[src/rtl/video_timing_gen_mp_if.sv]
// Signal bundle for video_timing_gen_mp: runtime timing configuration and
// genlock controls in, sync/data-enable/coordinate timing out.
interface video_timing_gen_mp_if #(
    parameter int H_W = 12,
    parameter int V_W = 11,
    parameter int PPC = 1
);
    localparam int PXW = H_W + $clog2(PPC);

    logic           enable;
    logic [H_W-1:0] cfg_hlength, cfg_hsync_len, cfg_hbp_len, cfg_h_visible;
    logic [V_W-1:0] cfg_vlength, cfg_vsync_len, cfg_vbp_len, cfg_v_visible;
    logic           cfg_hsync_pol, cfg_vsync_pol;
    logic [H_W-1:0] cfg_sync_h_pos;
    logic [V_W-1:0] cfg_sync_v_pos;
    logic           cfg_update;
    logic           ext_sync_en, ext_sync;

    logic [H_W-1:0] timing_h_pos;
    logic [V_W-1:0] timing_v_pos;
    logic [PXW-1:0] pixel_x;
    logic [V_W-1:0] pixel_y;
    logic           video_hsync, video_vsync, video_den;
    logic           video_line_start, video_frame_start;
    logic [15:0]    frame_count;
    logic           locked, update_done;

    modport master (
        output enable, cfg_hlength, cfg_hsync_len, cfg_hbp_len, cfg_h_visible,
               cfg_vlength, cfg_vsync_len, cfg_vbp_len, cfg_v_visible,
               cfg_hsync_pol, cfg_vsync_pol, cfg_sync_h_pos, cfg_sync_v_pos,
               cfg_update, ext_sync_en, ext_sync,
        input  timing_h_pos, timing_v_pos, pixel_x, pixel_y, video_hsync, video_vsync,
               video_den, video_line_start, video_frame_start, frame_count, locked, update_done
    );

    modport slave (
        input  enable, cfg_hlength, cfg_hsync_len, cfg_hbp_len, cfg_h_visible,
               cfg_vlength, cfg_vsync_len, cfg_vbp_len, cfg_v_visible,
               cfg_hsync_pol, cfg_vsync_pol, cfg_sync_h_pos, cfg_sync_v_pos,
               cfg_update, ext_sync_en, ext_sync,
        output timing_h_pos, timing_v_pos, pixel_x, pixel_y, video_hsync, video_vsync,
               video_den, video_line_start, video_frame_start, frame_count, locked, update_done
    );
endinterface

[src/rtl/video_timing_gen_mp.sv]
// Runtime-programmable multi-pixel video timing generator with frame-boundary
// shadow config, ext_sync genlock (jump on mismatch) and a natural-wrap frame counter.
module video_timing_gen_mp #(
    parameter int H_W        = 12,
    parameter int V_W        = 11,
    parameter int PPC        = 1,
    parameter int LOCK_COUNT = 3
) (
    input  logic                 pixel_clock,
    input  logic                 reset,
    video_timing_gen_mp_if.slave vif
);
    localparam int PXW = H_W + $clog2(PPC);
    localparam int SH  = $clog2(PPC);
    localparam int LCW = $clog2(LOCK_COUNT + 1);

    typedef struct packed {
        logic [H_W-1:0] hlen, hsync, hbp, hvis;
        logic [V_W-1:0] vlen, vsync, vbp, vvis;
        logic           hpol, vpol;
    } tcfg_t;

    tcfg_t          act_q, act_d, cfg_c;
    logic [H_W-1:0] h_q, h_d, h_inc, hvb, hve;
    logic [V_W-1:0] v_q, v_d, v_inc, vvb, vve;
    logic           pend_q, pend_d;
    logic [LCW-1:0] lock_q, lock_d;
    logic [15:0]    fc_q, fc_d;
    logic [2:0]     sync_q;
    logic           h_last, v_last, nat_wrap, edge_det, jump, load, hvis, vvis, den;

    logic [H_W-1:0] th_q;
    logic [V_W-1:0] tv_q, py_q;
    logic [PXW-1:0] px_q;
    logic           hs_q, vs_q, den_q, ls_q, fs_q, lk_q, ud_q;

    always_comb begin
        cfg_c.hlen  = vif.cfg_hlength;
        cfg_c.hsync = vif.cfg_hsync_len;
        cfg_c.hbp   = vif.cfg_hbp_len;
        cfg_c.hvis  = vif.cfg_h_visible;
        cfg_c.vlen  = vif.cfg_vlength;
        cfg_c.vsync = vif.cfg_vsync_len;
        cfg_c.vbp   = vif.cfg_vbp_len;
        cfg_c.vvis  = vif.cfg_v_visible;
        cfg_c.hpol  = vif.cfg_hsync_pol;
        cfg_c.vpol  = vif.cfg_vsync_pol;
    end

    assign hvb      = act_q.hsync + act_q.hbp;
    assign hve      = hvb + act_q.hvis - H_W'(1);
    assign vvb      = act_q.vsync + act_q.vbp;
    assign vve      = vvb + act_q.vvis - V_W'(1);
    assign h_last   = (h_q == act_q.hlen - H_W'(1));
    assign v_last   = (v_q == act_q.vlen - V_W'(1));
    assign nat_wrap = h_last & v_last;
    assign h_inc    = h_last ? '0 : h_q + H_W'(1);
    assign v_inc    = h_last ? (v_last ? '0 : v_q + V_W'(1)) : v_q;
    assign edge_det = sync_q[1] & ~sync_q[2];
    assign hvis     = (h_q >= hvb) && (h_q <= hve);
    assign vvis     = (v_q >= vvb) && (v_q <= vve);
    assign den      = hvis & vvis;

    always_comb begin
        h_d    = h_inc;
        v_d    = v_inc;
        act_d  = act_q;
        pend_d = pend_q;
        lock_d = lock_q;
        fc_d   = fc_q;
        jump   = 1'b0;
        load   = 1'b0;
        if (!vif.enable) begin
            h_d    = '0;
            v_d    = '0;
            act_d  = cfg_c;
            pend_d = 1'b0;
            lock_d = '0;
        end else begin
            // Genlock compares against where the counters would have gone anyway.
            if (edge_det && vif.ext_sync_en) begin
                if (h_inc == vif.cfg_sync_h_pos && v_inc == vif.cfg_sync_v_pos) begin
                    if (lock_q != LCW'(LOCK_COUNT)) lock_d = lock_q + LCW'(1);
                end else begin
                    jump   = 1'b1;
                    h_d    = vif.cfg_sync_h_pos;
                    v_d    = vif.cfg_sync_v_pos;
                    lock_d = '0;
                end
            end
            if (nat_wrap && !jump) begin
                fc_d = fc_q + 16'd1;
                if (pend_q || vif.cfg_update) begin
                    act_d  = cfg_c;
                    pend_d = 1'b0;
                    load   = 1'b1;
                end
            end else if (vif.cfg_update) begin
                pend_d = 1'b1;
            end
        end
    end

    always_ff @(posedge pixel_clock or posedge reset) begin
        if (reset) begin
            act_q  <= '0;
            h_q    <= '0;
            v_q    <= '0;
            pend_q <= 1'b0;
            lock_q <= '0;
            fc_q   <= '0;
            sync_q <= '0;
        end else begin
            act_q  <= act_d;
            h_q    <= h_d;
            v_q    <= v_d;
            pend_q <= pend_d;
            lock_q <= lock_d;
            fc_q   <= fc_d;
            sync_q <= {sync_q[1:0], vif.ext_sync};
        end
    end

    // Output stage: everything here reflects the counter state of the previous clock.
    always_ff @(posedge pixel_clock or posedge reset) begin
        if (reset) begin
            th_q  <= '0;
            tv_q  <= '0;
            px_q  <= '0;
            py_q  <= '0;
            hs_q  <= 1'b0;
            vs_q  <= 1'b0;
            den_q <= 1'b0;
            ls_q  <= 1'b0;
            fs_q  <= 1'b0;
            lk_q  <= 1'b0;
            ud_q  <= 1'b0;
        end else begin
            th_q  <= vif.enable ? h_q : '0;
            tv_q  <= vif.enable ? v_q : '0;
            px_q  <= (vif.enable && den) ? (PXW'(h_q - hvb) << SH) : '0;
            py_q  <= (vif.enable && vvis) ? (v_q - vvb) : '0;
            hs_q  <= vif.enable ? ((h_q < act_q.hsync) ^ ~act_q.hpol) : ~vif.cfg_hsync_pol;
            vs_q  <= vif.enable ? ((v_q < act_q.vsync) ^ ~act_q.vpol) : ~vif.cfg_vsync_pol;
            den_q <= vif.enable & den;
            ls_q  <= vif.enable & vvis & (h_q == '0);
            fs_q  <= vif.enable & (h_q == '0) & (v_q == '0);
            lk_q  <= (lock_q == LCW'(LOCK_COUNT));
            ud_q  <= load;
        end
    end

    assign vif.timing_h_pos      = th_q;
    assign vif.timing_v_pos      = tv_q;
    assign vif.pixel_x           = px_q;
    assign vif.pixel_y           = py_q;
    assign vif.video_hsync       = hs_q;
    assign vif.video_vsync       = vs_q;
    assign vif.video_den         = den_q;
    assign vif.video_line_start  = ls_q;
    assign vif.video_frame_start = fs_q;
    assign vif.frame_count       = fc_q;
    assign vif.locked            = lk_q;
    assign vif.update_done       = ud_q;
endmodule

[src/flat_wrapper.sv]
// flat-port wrapper written by rule: the top's interface ports become plain ports
module video_timing_gen_mp_flat 
#(
    parameter int H_W        = 12,
    parameter int V_W        = 11,
    parameter int PPC        = 1,
    parameter int LOCK_COUNT = 3
)
  (pixel_clock, reset, vif_enable, vif_cfg_hlength, vif_cfg_hsync_len, vif_cfg_hbp_len, vif_cfg_h_visible, vif_cfg_vlength, vif_cfg_vsync_len, vif_cfg_vbp_len, vif_cfg_v_visible, vif_cfg_hsync_pol, vif_cfg_vsync_pol, vif_cfg_sync_h_pos, vif_cfg_sync_v_pos, vif_cfg_update, vif_ext_sync_en, vif_ext_sync, vif_timing_h_pos, vif_timing_v_pos, vif_pixel_x, vif_pixel_y, vif_video_hsync, vif_video_vsync, vif_video_den, vif_video_line_start, vif_video_frame_start, vif_frame_count, vif_locked, vif_update_done);
  video_timing_gen_mp_if #(.H_W(H_W), .V_W(V_W), .PPC(PPC)) vif_i ();
  input  logic pixel_clock;
  input  logic reset;
  input wire logic [$bits(vif_i.enable)-1:0] vif_enable;
  input wire logic [$bits(vif_i.cfg_hlength)-1:0] vif_cfg_hlength;
  input wire logic [$bits(vif_i.cfg_hsync_len)-1:0] vif_cfg_hsync_len;
  input wire logic [$bits(vif_i.cfg_hbp_len)-1:0] vif_cfg_hbp_len;
  input wire logic [$bits(vif_i.cfg_h_visible)-1:0] vif_cfg_h_visible;
  input wire logic [$bits(vif_i.cfg_vlength)-1:0] vif_cfg_vlength;
  input wire logic [$bits(vif_i.cfg_vsync_len)-1:0] vif_cfg_vsync_len;
  input wire logic [$bits(vif_i.cfg_vbp_len)-1:0] vif_cfg_vbp_len;
  input wire logic [$bits(vif_i.cfg_v_visible)-1:0] vif_cfg_v_visible;
  input wire logic [$bits(vif_i.cfg_hsync_pol)-1:0] vif_cfg_hsync_pol;
  input wire logic [$bits(vif_i.cfg_vsync_pol)-1:0] vif_cfg_vsync_pol;
  input wire logic [$bits(vif_i.cfg_sync_h_pos)-1:0] vif_cfg_sync_h_pos;
  input wire logic [$bits(vif_i.cfg_sync_v_pos)-1:0] vif_cfg_sync_v_pos;
  input wire logic [$bits(vif_i.cfg_update)-1:0] vif_cfg_update;
  input wire logic [$bits(vif_i.ext_sync_en)-1:0] vif_ext_sync_en;
  input wire logic [$bits(vif_i.ext_sync)-1:0] vif_ext_sync;
  output wire logic [$bits(vif_i.timing_h_pos)-1:0] vif_timing_h_pos;
  output wire logic [$bits(vif_i.timing_v_pos)-1:0] vif_timing_v_pos;
  output wire logic [$bits(vif_i.pixel_x)-1:0] vif_pixel_x;
  output wire logic [$bits(vif_i.pixel_y)-1:0] vif_pixel_y;
  output wire logic [$bits(vif_i.video_hsync)-1:0] vif_video_hsync;
  output wire logic [$bits(vif_i.video_vsync)-1:0] vif_video_vsync;
  output wire logic [$bits(vif_i.video_den)-1:0] vif_video_den;
  output wire logic [$bits(vif_i.video_line_start)-1:0] vif_video_line_start;
  output wire logic [$bits(vif_i.video_frame_start)-1:0] vif_video_frame_start;
  output wire logic [$bits(vif_i.frame_count)-1:0] vif_frame_count;
  output wire logic [$bits(vif_i.locked)-1:0] vif_locked;
  output wire logic [$bits(vif_i.update_done)-1:0] vif_update_done;
  assign vif_i.enable = vif_enable;
  assign vif_i.cfg_hlength = vif_cfg_hlength;
  assign vif_i.cfg_hsync_len = vif_cfg_hsync_len;
  assign vif_i.cfg_hbp_len = vif_cfg_hbp_len;
  assign vif_i.cfg_h_visible = vif_cfg_h_visible;
  assign vif_i.cfg_vlength = vif_cfg_vlength;
  assign vif_i.cfg_vsync_len = vif_cfg_vsync_len;
  assign vif_i.cfg_vbp_len = vif_cfg_vbp_len;
  assign vif_i.cfg_v_visible = vif_cfg_v_visible;
  assign vif_i.cfg_hsync_pol = vif_cfg_hsync_pol;
  assign vif_i.cfg_vsync_pol = vif_cfg_vsync_pol;
  assign vif_i.cfg_sync_h_pos = vif_cfg_sync_h_pos;
  assign vif_i.cfg_sync_v_pos = vif_cfg_sync_v_pos;
  assign vif_i.cfg_update = vif_cfg_update;
  assign vif_i.ext_sync_en = vif_ext_sync_en;
  assign vif_i.ext_sync = vif_ext_sync;
  assign vif_timing_h_pos = vif_i.timing_h_pos;
  assign vif_timing_v_pos = vif_i.timing_v_pos;
  assign vif_pixel_x = vif_i.pixel_x;
  assign vif_pixel_y = vif_i.pixel_y;
  assign vif_video_hsync = vif_i.video_hsync;
  assign vif_video_vsync = vif_i.video_vsync;
  assign vif_video_den = vif_i.video_den;
  assign vif_video_line_start = vif_i.video_line_start;
  assign vif_video_frame_start = vif_i.video_frame_start;
  assign vif_frame_count = vif_i.frame_count;
  assign vif_locked = vif_i.locked;
  assign vif_update_done = vif_i.update_done;
  video_timing_gen_mp #(.H_W(H_W), .V_W(V_W), .PPC(PPC), .LOCK_COUNT(LOCK_COUNT)) u_core (.pixel_clock(pixel_clock), .reset(reset), .vif(vif_i));
endmodule
[config.mk]
export PLATFORM = sky130hd
export DESIGN_NAME = video_timing_gen_mp_flat
export DESIGN_NICKNAME = d
export VERILOG_FILES = /design/src/rtl/video_timing_gen_mp_if.sv /design/src/rtl/video_timing_gen_mp.sv /design/src/flat_wrapper.sv
export SDC_FILE = /design/constraint.sdc
export NUM_CORES = 1
export LEC_CHECK = 0
export CORE_AREA = 2 2 184 222
export DETAILED_ROUTE_END_ITERATION = 8
export DIE_AREA = 0 0 186 224
export PLACE_DENSITY = 0.58
export SYNTH_ARGS = -nofsm -noshare
export SYNTH_HDL_FRONTEND = slang
export SYNTH_SLANG_ARGS = --single-unit
[constraint.sdc]
create_clock -name pixel_clock -period 8.45 [get_ports pixel_clock]
set_input_delay 1.69 -clock pixel_clock [delete_from_list [all_inputs] [get_ports pixel_clock]]
set_output_delay 1.69 -clock pixel_clock [all_outputs]
set_load 0.05 [all_outputs]
# Word-level counts from Yosys, hierarchy flattened
# Index checks and enable logic that the tools add are counted.
# W data, S select, Z words.
[word_totals] ff_bits=192 inputBits=123 out_inout_bits=69 wordCells=121
[op_classes] n_addsub=14 n_lt_le_gt_ge=6 n_eq_ne=12 n_mux=32 bitwise=15 n_reduce_logical=15
[op_table] op="$mux W94" n=3
[op_table] op="$mux W11" n=7
[op_table] op="$mux W12" n=6
[op_table] op="$add A12 B12 Y12" n=2
[op_table] op="$eq A12 B12 Y1" n=2
[op_table] op="$sub A12 B1 Y12 const B" n=2
[op_table] op="$add A11 B11 Y11" n=2
[op_table] op="$eq A11 B11 Y1" n=2
[op_table] op="$sub A11 B1 Y11 const B" n=2
[op_table] op="$add A16 B1 Y16 const B" n=1
[op_table] op="$add A12 B1 Y12 const B" n=1
[op_table] op="$ge A12 B12 Y1" n=1
[op_table] op="$le A12 B12 Y1" n=1
[op_table] op="$logic_not A12 Y1" n=1
[op_table] op="$lt A12 B12 Y1" n=1
[op_table] op="$mux W1" n=12
[op_table] op="$sub A12 B12 Y12" n=1
[op_table] op="$add A11 B1 Y11 const B" n=1
[op_table] op="$ge A11 B11 Y1" n=1
[op_table] op="$le A11 B11 Y1" n=1
[op_table] op="$logic_not A11 Y1" n=1
[op_table] op="$lt A11 B11 Y1" n=1
[op_table] op="$sub A11 B11 Y11" n=1
[op_table] op="$and A1 B1 Y1" n=8
[op_table] op="other kinds (13)" n=33

# Depth between registers and ports, before layout
# Gate-level depths: netlist of run 1.
[depth] ltp_word=13 mapped_depth=29 depth_no_buf=28

# Least setup slack after synthesis of run 1
# Ideal clock, no wire load.
[synth_timing] path_type="flip-flop to flip-flop" from="register u_core.act_q[70] (netlist bit)" to="register u_core.px_q[10] (netlist: u_core.vif.pixel_x[10])" setup_ns=0.072 arrival_ns=5.227 required_time_ns=8.378 setup_slack_ns=3.151 path_stages_with_launch=27 path_buffers=1 period_less_slack_ns=5.299 path_cell_list="dfrtp_1 ha_1 fa_1 a21o_1 a21oi_1 o21bai_1 a21oi_1 xor2_1 xor2_1 ha_1 inv_1 o21ai_0 and2_1 o21ai_0 nand2b_1 a21o_1 a21oi_1 xnor2_1 xnor2_1 ha_1 nand4_1 or2_2 o21ai_0 nand2_1 or4_1 clkbuf_1 nor2_1"
[synth_between] elab_chain_cells=8 elab_cells_between_ends=10 classes_between="add/sub: 4; order compare: 2; mux: 1; bitwise: 1; reduce/logical: 2"
[synth_rtl] element="start: declaration" line="video_timing_gen_mp.sv:23" rtl="tcfg_t act_q, act_d, cfg_c;"
[synth_rtl] element="start signal: assignment" line="video_timing_gen_mp.sv:114" rtl="act_q <= act_d;"
[synth_rtl] element="$add A12 B12 Y12 *" line="video_timing_gen_mp.sv:50" rtl="assign hvb = act_q.hsync + act_q.hbp;"
[synth_rtl] element="$add A12 B12 Y12" line="video_timing_gen_mp.sv:51" rtl="assign hve = hvb + act_q.hvis - H_W'(1);"
[synth_rtl] element="$sub A12 B1 Y12" line="video_timing_gen_mp.sv:51"
[synth_rtl] element="$le A12 B12 Y1" line="video_timing_gen_mp.sv:60" rtl="assign hvis = (h_q >= hvb) && (h_q <= hve);"
[synth_rtl] element="$logic_and A1 B1 Y1" line="video_timing_gen_mp.sv:60"
[synth_rtl] element="$and A1 B1 Y1" line="video_timing_gen_mp.sv:62" rtl="assign den = hvis & vvis;"
[synth_rtl] element="$logic_and A1 B1 Y1" line="video_timing_gen_mp.sv:141" rtl="px_q <= (vif.enable && den) ? (PXW'(h_q - hvb) << SH) : '0;"
[synth_rtl] element="$mux W12 *" line="video_timing_gen_mp.sv:141"
[synth_rtl] element="end signal: assignment" line="video_timing_gen_mp.sv:141"
[synth_rtl] element="end: declaration" line="video_timing_gen_mp.sv:34" rtl="logic [PXW-1:0] px_q;"
# Every way passes the cells marked *; elsewhere a longest branch is shown, timed or not.
# A chain may end at the register's enable or synchronous reset.

# Worst setup path after layout of run 1
[layout_timing] from="register u_core.act_q[13] (netlist bit)" to="register u_core.px_q[4] (netlist: u_core.vif.pixel_x[4])"
[layout_between] elab_chain_cells=8 elab_cells_between_ends=9 classes_between="add/sub: 3; order compare: 2; mux: 1; bitwise: 1; reduce/logical: 2"
[layout_rtl] element="$add A11 B11 Y11 *" line="video_timing_gen_mp.sv:52" rtl="assign vvb = act_q.vsync + act_q.vbp;"
[layout_rtl] element="$add A11 B11 Y11" line="video_timing_gen_mp.sv:53" rtl="assign vve = vvb + act_q.vvis - V_W'(1);"
[layout_rtl] element="$sub A11 B1 Y11" line="video_timing_gen_mp.sv:53"
[layout_rtl] element="$le A11 B11 Y1" line="video_timing_gen_mp.sv:61" rtl="assign vvis = (v_q >= vvb) && (v_q <= vve);"
[layout_rtl] element="$logic_and A1 B1 Y1 *" line="video_timing_gen_mp.sv:61"
[layout_rtl] element="$and A1 B1 Y1 *" line="video_timing_gen_mp.sv:62"
[layout_rtl] element="$logic_and A1 B1 Y1 *" line="video_timing_gen_mp.sv:141"
[layout_rtl] element="$mux W12 *" line="video_timing_gen_mp.sv:141"
# Marks and branches as above.

==> results of run 1 <==
## cell families after synthesis
| kind of cell | Yosys count | share of synthesized area |
|---|---|---|
| xor gates and xnor gates | 129 | 0.0829 |
| and+or+nand+nor | 398 | 0.159 |
| adders and majority gates | 137 | 0.127 |
| DFF | 192 | 0.353 |
| AOI/OAI and AO/OA | 231 | 0.114 |
| buffers and inverters | 172 | 0.0553 |
| muxes | 113 | 0.108 |
## final cells by class
cell class,instances,area share
diodes,1,0.000151
clock buffers,20,0.0276
clock inverters,10,0.00772
inverters,115,0.0266
multi-input cells,1008,0.489
flip-flops and latches,192,0.291
well taps,533,0.0403
repair buffers,197,0.118
## worst max-delay path by stage
stage | startpoint | to | slack, ns | cells after the start
after CTS | u_core.act_q[13] | u_core.vif.pixel_x[4] | 2.31 | 26
after global routing | u_core.act_q[13] | u_core.vif.pixel_x[4] | 1.78 | 26
after detailed placement | u_core.act_q[24] | u_core.vif.pixel_x[2] | 2.33 | 26
after floorplan | reset | u_core.act_q[0] | 1.53 | 1
final | u_core.act_q[13] | u_core.vif.pixel_x[4] | 2.28 | 26
after global placement | u_core.act_q[24] | u_core.vif.pixel_x[4] | 2.55 | 26
## state kept, by name, summed over array words and instances (netlist names), 2 cells and up
| name | count |
|---|---|
| u_core.act_q | 94 |
| u_core.vif.frame_count | 16 |
| u_core.h_q | 12 |
| u_core.vif.pixel_x | 12 |
| u_core.vif.timing_h_pos | 12 |
| u_core.v_q | 11 |
| u_core.vif.pixel_y | 11 |
| u_core.vif.timing_v_pos | 11 |
| u_core.sync_q | 3 |
| u_core.lock_q | 2 |
## power by group through the flow
stage          Clock [mW]  Combinational (mW)  Sequential [mW]
2_1_floorplan           0                1.06             1.09
3_3_place_gp            0                1.42             1.08
3_5_place_dp            0                1.43             1.08
4_1_cts             0.865                1.44             1.06
5_1_grt             0.900                1.62             1.07
6_report            0.836                1.43             1.06
## synth_stat cells (all sizes together), types with 33 or more instances
cell   count  area, um2
nand3     33        165
nor2     109        409
xor2      44        385
ha       120       1500
xnor2     85        744
mux2      95       1290
o21ai     41        205
inv      115        432
nand2     35        134
nor3      38        190
a21oi     54        270
dfrtp    192       4800
## per-stage QoR
step / hold WS (ns) / utilization / setup WS, ns
global route: 0.357 / 0.418 / 1.78
global placement: 0.335 / 0.403 / 2.55
finish: 0.353 / 0.418 / 2.28
floorplan: 0.331 / - / 1.53
detailed placement: 0.338 / 0.403 / 2.33
CTS: 0.355 / 0.418 / 2.31
## metal layers
layer	track usage	vias up	share of wire
li1	-	5138	-
met3	0.0385	73	0.049
met1	0.229	5045	0.44
met2	0.307	269	0.48
met4	0.0792	6	0.035
met5	0	-	0.0012
## placed cells by master (no fill, tap or decap), types with 41 or more instances in the layout
cell / count
a21oi_1: 54
clkdlybuf4s50_1: 191
dfrtp_1: 192
ha_1: 120
inv_1: 114
mux2_4: 60
nor2_1: 109
o21ai_0: 41
xnor2_1: 85
xor2_1: 44
==> flow_metrics.tcl, run 1 <==
set metrics [dict create \
    pwr-share-clk 0.251 \
    fillers 3838 \
    cts_resized 0 \
    worstSetupStartpointType "register" \
    r2r_start "u_core.act_q[13]" \
    slew_viol_final 0 \
    max_cap_violations 0 \
    critical_path.endpoint_type "register" \
    dp.final_hpwl_um 27900 \
    clkLatencyLatePin_ns 0.47 \
    rows 80 \
    peakVddDrop_mv 0.164 \
    worst_pin_slew_ns 1.24 \
    min_delay_path_depth 0 \
    yosys.cell_types.count 76 \
    cp_top_family "compound AO/OA/AOI/OAI gates" \
    fin_crit_ns 6.17 \
    dp_cells 2045 \
    drc 0 \
    antenna_found_initial 4 \
    comb_power_share 0.431 \
    syn_area_per_cell_um2 9.93 \
    clock_skew_ns 0.0177 \
    die-area_um2 41700 \
    p_total_mw 3.33 \
    syn2layout_area_growth_pct 21.3 \
    placed_area_um2 15900 \
    ant_nets 0 \
    initial_utilization 0.345 \
    pin_count 192 \
    cts_setup_buffers 0 \
    numClockSinks 192 \
    seq_power_share 0.318 \
    dr_total_vias 10500 \
    synth-seq-area-share 0.353 \
    drive_gt1_frac 0.0966 \
    first_iter_violations 483 \
    finalNonFillerCells 2076 \
    slew_headroom 0.162 \
    setup-violations-final 0 \
    status "finished clean" \
    rsz0062_at_grt "no" \
    switching_share 0.367 \
    grt_max_degree 134 \
    r2r-end "u_core.vif.pixel_x[4]" \
    cts_buffers 17 \
    required_ns 8.83 \
    grt_usage 0.184 \
    regArea_um2 4800 \
    multi_input_area_um2 8080 \
    hp-start "u_core.sync_q[0]" \
    fin_crit_sh 0.731 \
    reg2reg_depth 26 \
    hp-class "reg2reg" \
    cts_root_buf "clkbuf_16" \
    holdBufCountCts 0 \
    io_buffers 191 \
    fmax_mhz 162 \
    slowest_delay_ns 0.72 \
    core-area_um2 39500 \
    cp_max_fo 13 \
    htreeDepth 4 \
    critPathSlowestCell "or4_1" \
    drt-total-wl_um 37300 \
    dominantRegCellSynth "dfrtp_1" \
    design_area_um2 16500 \
    setup_tns_ns 0 \
    synth_enable_flop_cells 0 \
    ys_warn_count 0 \
    p_sw_mw 1.22 \
    synth-seq-cells 192 \
    cell_internal_pwr_mw 2.11 \
    reg2reg_slack_ns 2.28 \
    async_flop_share 1.00 \
    die_h_um 224 \
    min_to "u_core.sync_q[1]" \
    grt_pass1_wl_um 58800 \
    syn_inst 1372 \
    syn_area_um2 13600 \
    grt_remaining_overflow 0 \
    finalHoldViolations 0 \
    cts_buffer_depth 2 \
    critical_path_class "reg2reg" \
    cts_tree "yes" \
    viasPerCell 5.07 \
    clk_pin_slew_ns 0.07 \
    final_nets 1780 \
    wire_per_inst_um 17.9 \
    p_leak_nw 7.61 \
    die_w_um 186 \
    place.gp.congestion 0.884 \
    drtPass1Iterations 5 \
    p_per_area_nw_per_um2 201 \
    grt_pass1_vias 10700 \
    critPathArrivalTime_ns 6.55 \
    syn_nets 1621 \
    cp_num_buf_inv 2 \
]
(Power assumes the default switching activity.)
==> run 2, diff against run 1 <==
clock period = 6 ns   (was 8.45 ns; I/O delays follow)
==> run 2 against run 1 <==
Against the previous run:
- sequential share of layout area decreased by 0.31 points
- non-clock buffer count is 15 higher
- sequential power up 40%
- global-route usage is essentially flat
- critical path type unchanged
- register-to-register slack got worse by 1.9 ns
- hold slack improved by 0.0067 ns
- utilization increased by 0.45 points
- clock power rose by 40%
- largest power group unchanged
- first-iteration DRC count fell by 14%
- clock-buffer cell count increased by 1
==> flow_metrics.tcl, run 2 (synthesized netlist as in run 1, its figures left out) <==
set metrics [dict create \
    rows 80 \
    grt_usage 0.185 \
    reg2reg_slack_ns 0.42 \
    slew_viol_final 0 \
    cts_buffers 17 \
    post-route-util 0.423 \
    hp-start "u_core.sync_q[0]" \
    first_iter_violations 417 \
    critPathSlowestCell "or4_4" \
    worstSetupStartpointType "register" \
    fmax_mhz 179 \
    antenna_found_initial 5 \
    setup-violations-final 0 \
    slew_headroom 0.296 \
    drtPass1Iterations 7 \
    htreeDepth 4 \
    critical_path_class "reg2reg" \
    worst_pin_slew_ns 1.05 \
    grt_remaining_overflow 0 \
    io_buffers 191 \
    min_delay_path_depth 0 \
    clock_skew_ns 0.0160 \
    grt_max_degree 151 \
    core-area_um2 39500 \
    setup_tns_ns 0 \
    syn2layout_area_growth_pct 22.7 \
    die_h_um 224 \
    place.gp.congestion 0.877 \
    status "finished clean" \
    drc 0 \
    dr_total_vias 10500 \
    reg2reg_depth 26 \
    cts_tree "yes" \
    numClockSinks 192 \
    holdBufCountCts 0 \
    final_nets 1795 \
    dp.final_hpwl_um 28500 \
    die-area_um2 41700 \
    largest_reg_flops 94 \
    cts_root_buf "clkbuf_16" \
    drt-total-wl_um 37700 \
    hp-class "reg2reg" \
    cts_buffer_depth 2 \
    min_to "u_core.sync_q[1]" \
    fin_crit_sh 0.930 \
    busiest_layer "met2" \
    final_cell_mix "dfrtp_1, clkdlybuf4s50_1, ha_1" \
    pin_count 192 \
    p_per_area_nw_per_um2 283 \
    critPathArrivalTime_ns 5.95 \
    r2r_start "u_core.act_q[24]" \
    pre_cts_slack_ns 0.0665 \
    fin_crit_ns 5.58 \
    grt_pass1_vias 10800 \
    worst_slack_ns 0.421 \
    grt_use_met3 0.0337 \
    rsz0062_at_grt "no" \
    fillers 3817 \
    ant_nets 0 \
    r2r-end "u_core.vif.pixel_x[4]" \
    peakVddDrop_mv 0.228 \
    die_w_um 186 \
    wire_per_inst_um 18.0 \
    top_register "u_core.act_q" \
    max_cap_violations 0 \
    initial_utilization 0.345 \
    p_leak_nw 7.71 \
    required_ns 6.37 \
    grt_pass1_wl_um 59100 \
    clkLatencyLatePin_ns 0.46 \
    use_met2 0.321 \
    clk_pin_slew_ns 0.07 \
    met1_usage 0.228 \
    drive_gt1_frac 0.110 \
    cp_max_fo 13 \
    slowest_delay_ns 0.54 \
    p_total_mw 4.73 \
    crit_top_cell "ha_1" \
    viasPerCell 5.04 \
    finalHoldViolations 0 \
    final_common_cell "dfrtp_1" \
    critical_path.endpoint_type "register" \
]
-- run 2: changes by cell type in the layout (fill, tap and decap cells not counted), moves of 2 or more --
cell | previous run | this run
a21oi_1 | 54 | 50
a21oi_2 | 0 | 4
buf_12 | 0 | 3
buf_4 | 6 | 18
clkbuf_1 | 1 | 3
clkinv_2 | 0 | 2
-- run 2: power breakdown --
group | total, mW | internal, mW | switching (mW)
Clock | 1.17 | 0.630 | 0.541
Sequential | 1.48 | 1.38 | 0.100
Combinational | 2.08 | 0.971 | 1.11
Total | 4.73 | 2.99 | 1.75
-- run 2: cell type report --
cell class | instances | area [um2] | share of cell area
Inverter | 115 | 435 | 0.0261
Multi-Input combinational cell | 1008 | 8110 | 0.485
Clock inverter | 11 | 130 | 0.00779
Timing Repair Buffer | 212 | 2110 | 0.126
Antenna cell | 1 | 2.50 | 0.000150
Sequential cell | 192 | 4800 | 0.288
Clock buffer | 21 | 450 | 0.0270
Tap cell | 533 | 667 | 0.0399
-- run 2: worst max path at each step --
| stage | start | endpoint | slack (ns) | cells after the start |
|---|---|---|---|---|
| 3_3_place_gp | u_core.act_q[70] | u_core.vif.pixel_x[4] | 0.22 | 25 |
| 3_5_place_dp | u_core.act_q[24] | u_core.vif.pixel_x[2] | 0.07 | 26 |
| 6_report | u_core.act_q[24] | u_core.vif.pixel_x[4] | 0.42 | 26 |
| 5_1_grt | u_core.act_q[70] | u_core.vif.pixel_x[4] | 0.04 | 25 |
| 4_1_cts | u_core.act_q[24] | u_core.vif.pixel_x[4] | 0.03 | 26 |
| 2_1_floorplan | u_core.act_q[70] | u_core.vif.pixel_x[10] | 0.70 | 26 |
-- run 2: critical path, delay by kind of cell, from the launching register on --
family / cells / cell delay, ns
buffers and inverters: 2 / 0.15
DFF: 1 / 0.37
AOI/OAI and AO/OA: 10 / 1.71
xor gates and xnor gates: 3 / 0.42
adders and majority gates: 4 / 1.23
and+or+nand+nor: 7 / 1.60
-- run 2: metrics by stage --
step           hold slack (ns)  instances  instance area [um2]
2_1_floorplan            0.331       1372                13600
3_3_place_gp             0.333       2059                16100
3_5_place_dp             0.346       2059                16100
4_1_cts                  0.364       2091                16700
5_1_grt                  0.365       2092                16700
6_report                 0.359       2093                16700
-- run 2: layer usage --
| layer | share of wire | vias to the layer above |
|---|---|---|
| met4 | 0.025 | 8 |
| met1 | 0.43 | 5025 |
| met2 | 0.50 | 278 |
| met5 | 0.0015 | - |
| li1 | - | 5173 |
| met3 | 0.044 | 58 |
-- run 2: timing repair --
action                     4_1_cts  5_1_grt
resized for setup                0       10
setup endpoints to repair        0       13
buffers inserted                 0        1
